[config.mk]
export PLATFORM = sky130hd
export DESIGN_NAME = call_stack
export DESIGN_NICKNAME = d
export VERILOG_FILES = /design/src/rtl/call_stack.sv
export SDC_FILE = /design/constraint.sdc
export NUM_CORES = 1
export LEC_CHECK = 0
export BUFFER_PORTS_ARGS = -buffer_cell sky130_fd_sc_hd__buf_4
export CORE_ASPECT_RATIO = 2
export CORE_UTILIZATION = 62
export CTS_BUF_LIST = sky130_fd_sc_hd__clkbuf_8 sky130_fd_sc_hd__clkbuf_16
export DETAILED_ROUTE_END_ITERATION = 6
export PLACE_DENSITY = 0.91
export RECOVER_POWER = 100
export SYNTH_ARGS = -nofsm -noshare
export SYNTH_HDL_FRONTEND = slang
export SYNTH_SLANG_ARGS = --single-unit
[constraint.sdc]
create_clock -name clk -period 10.15 [get_ports clk]
set_input_delay 2.03 -clock clk [delete_from_list [all_inputs] [get_ports clk]]
set_output_delay 2.03 -clock clk [all_outputs]
set_load 0.02 [all_outputs]
[src/rtl/call_stack.sv]
// Return-address LIFO for the single-cycle CPU: JAL pushes the return PC, RET pops it.
// Show-ahead top of stack, full/empty/count status, sticky overflow/underflow flags.
module call_stack #(
  parameter int unsigned WIDTH = 10,
  parameter int unsigned DEPTH = 8
) (
  input  logic                       clk,
  input  logic                       reset,
  input  logic                       push,
  input  logic                       pop,
  input  logic                       flush,
  input  logic                       err_clr,
  input  logic [WIDTH-1:0]           din,
  output logic [WIDTH-1:0]           dout,
  output logic [$clog2(DEPTH+1)-1:0] count,
  output logic                       empty,
  output logic                       full,
  output logic                       overflow,
  output logic                       underflow
);

  localparam int unsigned CW = $clog2(DEPTH + 1);
  localparam int unsigned AW = $clog2(DEPTH);
  localparam logic [CW-1:0] SpOne  = CW'(1);
  localparam logic [CW-1:0] SpFull = CW'(DEPTH);

  logic [WIDTH-1:0] mem [DEPTH];

  logic [CW-1:0]    sp_q, sp_d;
  logic             overflow_q, overflow_d;
  logic             underflow_q, underflow_d;
  logic             we;
  logic [AW-1:0]    waddr;
  logic [AW-1:0]    top_idx;
  logic [AW-1:0]    free_idx;
  logic             is_empty;
  logic             is_full;

  assign is_empty = (sp_q == '0);
  assign is_full  = (sp_q == SpFull);
  // Truncation is safe: these indices are only used while the slot is valid.
  assign top_idx  = AW'(sp_q - SpOne);
  assign free_idx = AW'(sp_q);

  always_comb begin
    sp_d        = sp_q;
    overflow_d  = overflow_q;
    underflow_d = underflow_q;
    we          = 1'b0;
    waddr       = free_idx;

    // Clear first so that a new error in the same cycle wins.
    if (err_clr) begin
      overflow_d  = 1'b0;
      underflow_d = 1'b0;
    end

    if (flush) begin
      sp_d = '0;
    end else begin
      case ({push, pop})
        2'b10: begin
          if (!is_full) begin
            we   = 1'b1;
            sp_d = sp_q + SpOne;
          end else begin
            overflow_d = 1'b1;
          end
        end
        2'b01: begin
          if (!is_empty) begin
            sp_d = sp_q - SpOne;
          end else begin
            underflow_d = 1'b1;
          end
        end
        2'b11: begin
          if (!is_empty) begin
            we    = 1'b1;
            waddr = top_idx;
          end else begin
            // Nothing to replace: behaves as a plain push, but the pop is still an error.
            we          = 1'b1;
            sp_d        = sp_q + SpOne;
            underflow_d = 1'b1;
          end
        end
        default: ;
      endcase
    end
  end

  always_ff @(posedge clk or posedge reset) begin
    if (reset) begin
      sp_q        <= '0;
      overflow_q  <= 1'b0;
      underflow_q <= 1'b0;
    end else begin
      sp_q        <= sp_d;
      overflow_q  <= overflow_d;
      underflow_q <= underflow_d;
    end
  end

  always_ff @(posedge clk) begin
    if (we && !reset) begin
      mem[waddr] <= din;
    end
  end

  assign dout      = is_empty ? '0 : mem[top_idx];
  assign count     = sp_q;
  assign empty     = is_empty;
  assign full      = is_full;
  assign overflow  = overflow_q;
  assign underflow = underflow_q;

endmodule

# After elaboration in Yosys (flattened, before gate mapping)
# Memories as Yosys holds them, arrays and structs flattened.
# Index checks and enable logic that the tools add are counted.
dict set report word_totals {
  register_bits 6
  mem_bits_rw 80
  input_bits 16
  out_inout_bits 18
  word_cells 41
  memories 1
}
# memory depth width read_ports rd_ports_with_merged_regs write_ports line
set mem_list {}
lappend mem_list {mem 8 10 1 0 1 27} ;# logic [WIDTH-1:0] mem [DEPTH];
dict set report classes {
  add_sub_neg 2
  eq_ne 7
  n_mux 22
  reduce_logical 6
}
# operator n
set op_table {}
lappend op_table {{$mux W4} 4}
lappend op_table {{$mux W1} 12}
lappend op_table {{$pmux W4 S3} 1}
lappend op_table {{$mux W10} 1}
lappend op_table {{$mux W3} 3}
lappend op_table {{$ne A3 B3 Y1 const B} 3}
lappend op_table {{$add A4 B1 Y4 const B} 1}
lappend op_table {{$eq A2 B2 Y1 const B} 2}
lappend op_table {{$eq A4 B4 Y1 const B} 1}
lappend op_table {{$logic_not A4 Y1} 1}
lappend op_table {{$reduce_and A4 Y1} 1}
lappend op_table {{$reduce_bool A4 Y1} 1}
lappend op_table {{$sub A4 B1 Y4 const B} 1}
lappend op_table {{$eq A2 B1 Y1 const B} 1}
lappend op_table {{$pmux W1 S2} 1}
lappend op_table {{$reduce_or A2 Y1} 1}
lappend op_table {{$logic_and A1 B1 Y1} 1}
lappend op_table {{$logic_not A1 Y1} 1}

# Longest topological paths before layout
# Gate-level depths: netlist of the first run.
dict set report depth {
  depth_word 7
  depth_mapped 9
  mapped_depth_nobuf 7
}

# Worst setup path after synthesis of the first run
# OpenSTA, ideal clock, no wires.
dict set report synth_timing {
  path_type {reg-to-output}
  from {register sp_q[0], in the netlist count[0]}
  to {output dout[0]}
  t_arrival_ns 2.141
  required_ns 8.120
  path_slack_ns 5.979
  stages_incl_launch_ff 8
  path_buffers 2
  path_cell_list {dfrtp_1 clkbuf_1 inv_1 ha_1 clkbuf_1 mux4_2 o21ai_0 nand2_1}
}
dict set report synth_between {
  elab_chain_cells 3
  elab_cells_between_ends 4
  cone_classes {add/sub (1); mux (1); reduce/logical (1); memory (1)}
}
# element line
set synth_rtl {}
lappend synth_rtl {{start: declaration} 29} ;# logic [CW-1:0] sp_q, sp_d;
lappend synth_rtl {{start signal: assignment} 99} ;# sp_q <= sp_d;
lappend synth_rtl {{$sub A4 B1 Y4} n/a}
lappend synth_rtl {{$mem_v2 Z8 W10} n/a}
lappend synth_rtl {{$mux W10 *} 111} ;# assign dout = is_empty ? '0 : mem[top_idx];
lappend synth_rtl {{end: declaration} 14} ;# output logic [WIDTH-1:0] dout,
# Every way passes the cells marked *; elsewhere a longest branch is shown, timed or not.

# Final worst setup path of the first run
dict set report layout_timing {
  from {register sp_q[0], in the netlist count[0]}
  to {output dout[2]}
}
# The elaborated chain is that of the path after synthesis.

==> results of run 1 <==
through the flow:
stage / util / instances / cell area [um2] / worst slack [ns]
final: 0.725 / 324 / 4140 / 3.83
after global routing: 0.725 / 324 / 4140 / 3.37
after floorplan: - / 217 / 3690 / 5.98
after CTS: 0.751 / 324 / 4290 / 5.09
after global placement: 0.702 / 308 / 4010 / 5.55
after detailed placement: 0.702 / 308 / 4010 / 5.46
power breakdown:
part / internal (mW) / switching (mW) / leakage, nW
sequential: 0.402 / 0.00895 / 0.801
clock: 0.186 / 0.120 / 0.145
combinational: 0.113 / 0.174 / 0.430
total: 0.701 / 0.303 / 1.38
area by class of cell:
type	count	area, um2	area share
Inverter	7	27.5	0.00665
Sequential cell	86	2550	0.617
Tap cell	61	76.3	0.0184
Clock buffer	9	225	0.0544
Clock inverter	7	57.6	0.0139
Multi-Input combinational cell	112	1030	0.248
Timing Repair Buffer	42	173	0.0417
cell usage after synthesis (3+ instances only):
| library cell | number |
|---|---|
| o21ai_0 | 23 |
| edfxtp_1 | 80 |
| dfrtp_1 | 6 |
| mux4_2 | 20 |
| a21oi_1 | 3 |
| nand2_1 | 14 |
| ha_1 | 3 |
| nor2_1 | 4 |
| clkbuf_1 | 5 |
| nand2b_1 | 4 |
| nor3_1 | 9 |
| mux2i_1 | 3 |
| inv_1 | 6 |
final timing paths:
| check | to | slack (ns) | depth (start not counted) |
|---|---|---|---|
| max | dout[2] | 3.83 | 7 |
| min | overflow$_DFF_PP0_ | 0.50 | 2 |
| max reg2reg | mem[2][4]$_DFFE_PP_ | 5.23 | 9 |
| min reg2reg | overflow$_DFF_PP0_ | 0.50 | 2 |
| max in group asynchronous | count[2]$_DFFE_PP0P_ | 8.32 | 2 |
| min in group asynchronous | count[1]$_DFFE_PP0P_ | 1.62 | 2 |
registers in the layout, summed over array words and instances (netlist names):
name / flops
mem: 80
count: 4
overflow: 1
underflow: 1
worst register-to-register path, cell delays in order (launching register included):
cell and delay (ns):
dfrtp_1 0.32, clkbuf_1 1.54, inv_1 0.23, ha_1 0.40
or3b_1 0.27, clkinvlp_2 0.21, nor3_1 0.39, mux2_1 0.42
nor3_1 0.19, clkbuf_1 0.58
kinds of logic after synthesis:
group | after synthesis | share of synthesized area
muxes | 25 | 0.136
and+or+nand+nor | 47 | 0.0711
adders and majority gates | 3 | 0.0102
DFF | 86 | 0.691
buffers and inverters | 19 | 0.0298
AOI/OAI and AO/OA | 36 | 0.0593
xor gates and xnor gates | 1 | 0.00237
metal layers:
metal,up-vias,global-route usage,routed length (um)
met5,-,0,0
met4,0,0.156,261
met3,17,0.0572,355
met2,67,0.417,3800
met1,1025,0.257,2420
li1,950,-,-
==> metrics.yaml, run 1 <==
path_delay_family: "buffers and inverters"
timing.critical_path.mode_cell: "clkbuf_1"
synthArstFlopShare: 0.0698
synth-edff-count: 80
maxSlewHeadroom: -0.445
grt_remaining_overflow: 0
achievable-frequency_mhz: 158
p_leak_nw: 1.38
rsz_0062_raised_after_global_routing: "false"
cts.path.max_buffers: 2
synth_warnings: 0
grt_util_all_layers: 0.243
htreeDepth: 3
core_region_area_mm2: 0.00571
design.final.nets: 277
synthesis.instances: 217
wl_cell_um: 21.1
transition_at_the_pin_with_the_smallest_max_transition_slack_ns: 2.17
worst_path_cell_chain: "clkbuf_1 > inv_1 > ha_1 > mux4_2 > o21ai_0 > nand2_1 > clkbuf_1"
p_per_area_mw_per_mm2: 242
timing_max_transition_violations_final: 35
holdBufCountCts: 0
initial_utilization: 0.647
hpwl_reported_at_the_end_of_detailed_placement_mm: 4.42
combined_area_of_all_synthesized_cells_mm2: 0.00369
syn_nets: 236
setup-violations-final: 0
synth.avg_cell_area_um2: 17.0
most_common_cell_after_layout_fill_and_taps_aside: "edfxtp_1"
vias_in_the_first_global_route: 2140
critPathLaunch: "count[0]$_DFFE_PP0P_"
violations: "max-capacitance violations, max-slew violations"
timing.max_cap.violations: 1
timing_hold_violations_final: 0
run_status: "finished, violations left"
synthFlopType: "edfxtp_1"
timing.critical_path.to_type: "output pin"
crit_path_top_delay_cell: "clkbuf_1"
cts_buffers: 9
timing.clock.skew_ns: 0.00564
final_layout_size_suffix_gt1_frac: 0.167
first_pass_grt_wire_length_mm: 10.6
holdCritStartpoint: "overflow$_DFF_PP0_"
die_width_um: 56.6
vias: 2059
ir_worst_vdd_mv: 0.258
totalNegativeSetupSlack_ns: 0
cts_resized: 0
cts_tree: "yes"
drt_pre_antenna_iters: 4
clock_sink_count: 86
flow.area_growth_from_synthesis_pct: 12.1
most_area_hungry_cell_type_in_the_yosys_netlist: "edfxtp_1"
pin_count_of_the_biggest_net_entering_global_routing: 35
placement.io_buffers: 33
critPathLaunchType: "register"
period_minus_ws_final_ns: 6.32
final_routed_wirelength_across_all_metal_layers_mm: 6.84
r2r-start: "count[0]$_DFFE_PP0P_"
initial_antenna_violation_count: 0
cts.root.buffer_cell: "clkbuf_16"
count_of_pins_on_the_block_boundary: 34
yosys_register_bits: 86
path_max_fanout: 34
fill_cells: 367
ys_seq_area_frac: 0.691
antenna-diode-count: 0
gp_congestion: 0.785
netlist-cell-type-count: 45
detail_route.drc_violations: 0
design_power_total_mw: 1.00
die_height_um: 111
cts_setup_buffers: 0
path_clk_slew_ns: 0.06
cp_data_required_time_ns: 8.12
synth_top_area_frac: 0.650
worstSkewPairLatency_ns: 0.34
holdWs_ns: 0.504
timing.critical_path.slowest_cell_delay_ns: 1.54
netlist_top_cells_area: "edfxtp_1, mux4_2, dfrtp_1"
core.rowCount: 39
arrival_ns: 4.29
dr.first_iter.drc_count: 120
hold_class: "register to register"
leading_cell_types_in_the_layout_fill_and_taps_excluded: "edfxtp_1, clkbuf_1, o21ai_0, mux4_2, nand2_1"
buffers_plus_inverters_on_the_worst_setup_path: 3
detail_route.vias_per_cell: 6.35
start_to_end_type_of_the_worst_setup_path: "register to output pin"
drtAntennaViolNets: 0
design.die.area_mm2: 0.00629
period_share: 0.623
(Power assumes the default switching activity.)
==> run 2: changes to the inputs <==
Settings changed: CORE_UTILIZATION 62 to 53, PLACE_DENSITY 0.91 to 0.83.
Clock period 10.15 ns to 5.4 ns, I/O delays scaled along.
==> metrics.yaml, run 2 (same netlist as run 1, synthesis figures left out) <==
core.rowCount: 42
timing.max_cap.violations: 0
path_clk_slew_ns: 0.06
grt_util_all_layers: 0.223
fin_util: 0.625
largest_register_ffs: 80
initial_utilization: 0.553
count_of_pins_on_the_block_boundary: 34
detail_route.drc_violations: 0
clock_sink_count: 86
place_inst: 335
rsz_0062_raised_after_global_routing: "false"
htreeDepth: 3
vias_in_the_first_global_route: 2083
die_height_um: 120
timing_max_transition_violations_final: 0
hpwl_reported_at_the_end_of_detailed_placement_mm: 4.58
cts_resized: 0
wl_cell_um: 19.8
timing.critical_path.to_type: "output pin"
period_share: 0.682
design.die.area_mm2: 0.00733
grt_remaining_overflow: 0
critPathLaunchType: "register"
antenna-diode-count: 0
achievable-frequency_mhz: 272
timing_hold_violations_final: 0
drtAntennaViolNets: 0
detail_route.vias_per_cell: 5.91
arrival_ns: 2.60
hold_class: "register to register"
placement.io_buffers: 33
min_to: "overflow$_DFF_PP0_"
setup-violations-final: 0
run_status: "finished clean"
vias: 2073
path_max_fanout: 23
r2r-start: "count[1]$_DFFE_PP0P_"
maxSlewHeadroom: 0.361
final_routed_wirelength_across_all_metal_layers_mm: 6.97
p_leak_nw: 1.38
cts_setup_buffers: 0
dp_worst_setup_slack_ns: 2.04
cts_tree: "yes"
leading_cell_types_in_the_layout_fill_and_taps_excluded: "edfxtp_1, clkbuf_1, o21ai_0, mux4_2, nand2_1"
r2r_end: "mem[2][1]$_DFFE_PP_"
largest_register: "mem"
final-instance-count-excl-fill: 351
worstSkewPairLatency_ns: 0.33
die_width_um: 61.0
gp_congestion: 0.796
core_region_area_mm2: 0.00667
layout_setup_ws_ns: 1.72
start_to_end_type_of_the_worst_setup_path: "register to output pin"
first_pass_grt_wire_length_mm: 10.9
transition_at_the_pin_with_the_smallest_max_transition_slack_ns: 0.959
flow.area_growth_from_synthesis_pct: 12.9
p_per_area_mw_per_mm2: 451
design.final.nets: 277
period_minus_ws_final_ns: 3.68
dr.first_iter.drc_count: 226
cts_buffers: 9
cts.root.buffer_cell: "clkbuf_16"
drt_pre_antenna_iters: 7
cts.path.max_buffers: 2
ir_worst_vdd_mv: 0.287
cp_data_required_time_ns: 4.32
most_common_cell_after_layout_fill_and_taps_aside: "edfxtp_1"
rr_worst_depth: 8
holdCritStartpoint: "overflow$_DFF_PP0_"
totalNegativeSetupSlack_ns: 0
design_power_total_mw: 1.88
timing.clock.skew_ns: 0.00566
r2r_setup_slack_ns: 2.14
holdBufCountCts: 0
worstHoldPathCells: 2
initial_antenna_violation_count: 0
final_layout_size_suffix_gt1_frac: 0.175
pin_count_of_the_biggest_net_entering_global_routing: 34
critPathLaunch: "count[1]$_DFFE_PP0P_"
[run 2: cell types whose count changed in the layout (fill, tap and decap cells not counted), sizes merged]
| cell | before | now |
|---|---|---|
| clkinv | 4 | 3 |
| clkbuf | 48 | 46 |
| clkinvlp | 1 | 2 |
| buf | 3 | 5 |
[run 2: layout make-up]
cell class / count / area [um2]
Sequential cell: 86 / 2550
Timing Repair Buffer: 42 / 180
Clock inverter: 7 / 57.6
Inverter: 7 / 27.5
Fill cell: 528 / 2500
Multi-Input combinational cell: 112 / 1020
Clock buffer: 9 / 225
Tap cell: 88 / 110
[run 2: how the worst max path moves through the flow]
| stage | endpoint | depth (start not counted) |
|---|---|---|
| 2_1_floorplan | mem[2][0]$_DFFE_PP_ | 9 |
| 3_3_place_gp | dout[1] | 6 |
| 3_5_place_dp | dout[4] | 6 |
| 4_1_cts | dout[4] | 6 |
| 5_1_grt | dout[3] | 6 |
| 6_report | dout[4] | 6 |
[run 2: report_power, final]
part / switching (mW) / internal, mW / leakage [nW]
sequential: 0.0174 / 0.756 / 0.801
clock: 0.223 / 0.350 / 0.143
combinational: 0.325 / 0.209 / 0.435
[run 2: per-layer routing]
metal  wire length [um]  GRT usage  share of wire
met1               2420      0.244           0.35
met3                336     0.0690          0.048
met5                  0          0              0
met2               3890      0.370           0.56
met4                316      0.121          0.045
[run 2: critical path: stages (launching register included)]
cell and delay [ns]:
dfrtp_1 0.41, inv_1 0.12, ha_1 0.94, mux4_2 0.37
o21ai_0 0.09, nand2_1 0.11, clkbuf_1 0.23
[run 2: per-stage QoR]
stage	cell area (um2)	hold slack, ns
floorplan	3690	0.586
global placement	4040	0.483
detailed placement	4040	0.513
CTS	4320	0.526
global route	4170	0.546
finish	4170	0.505
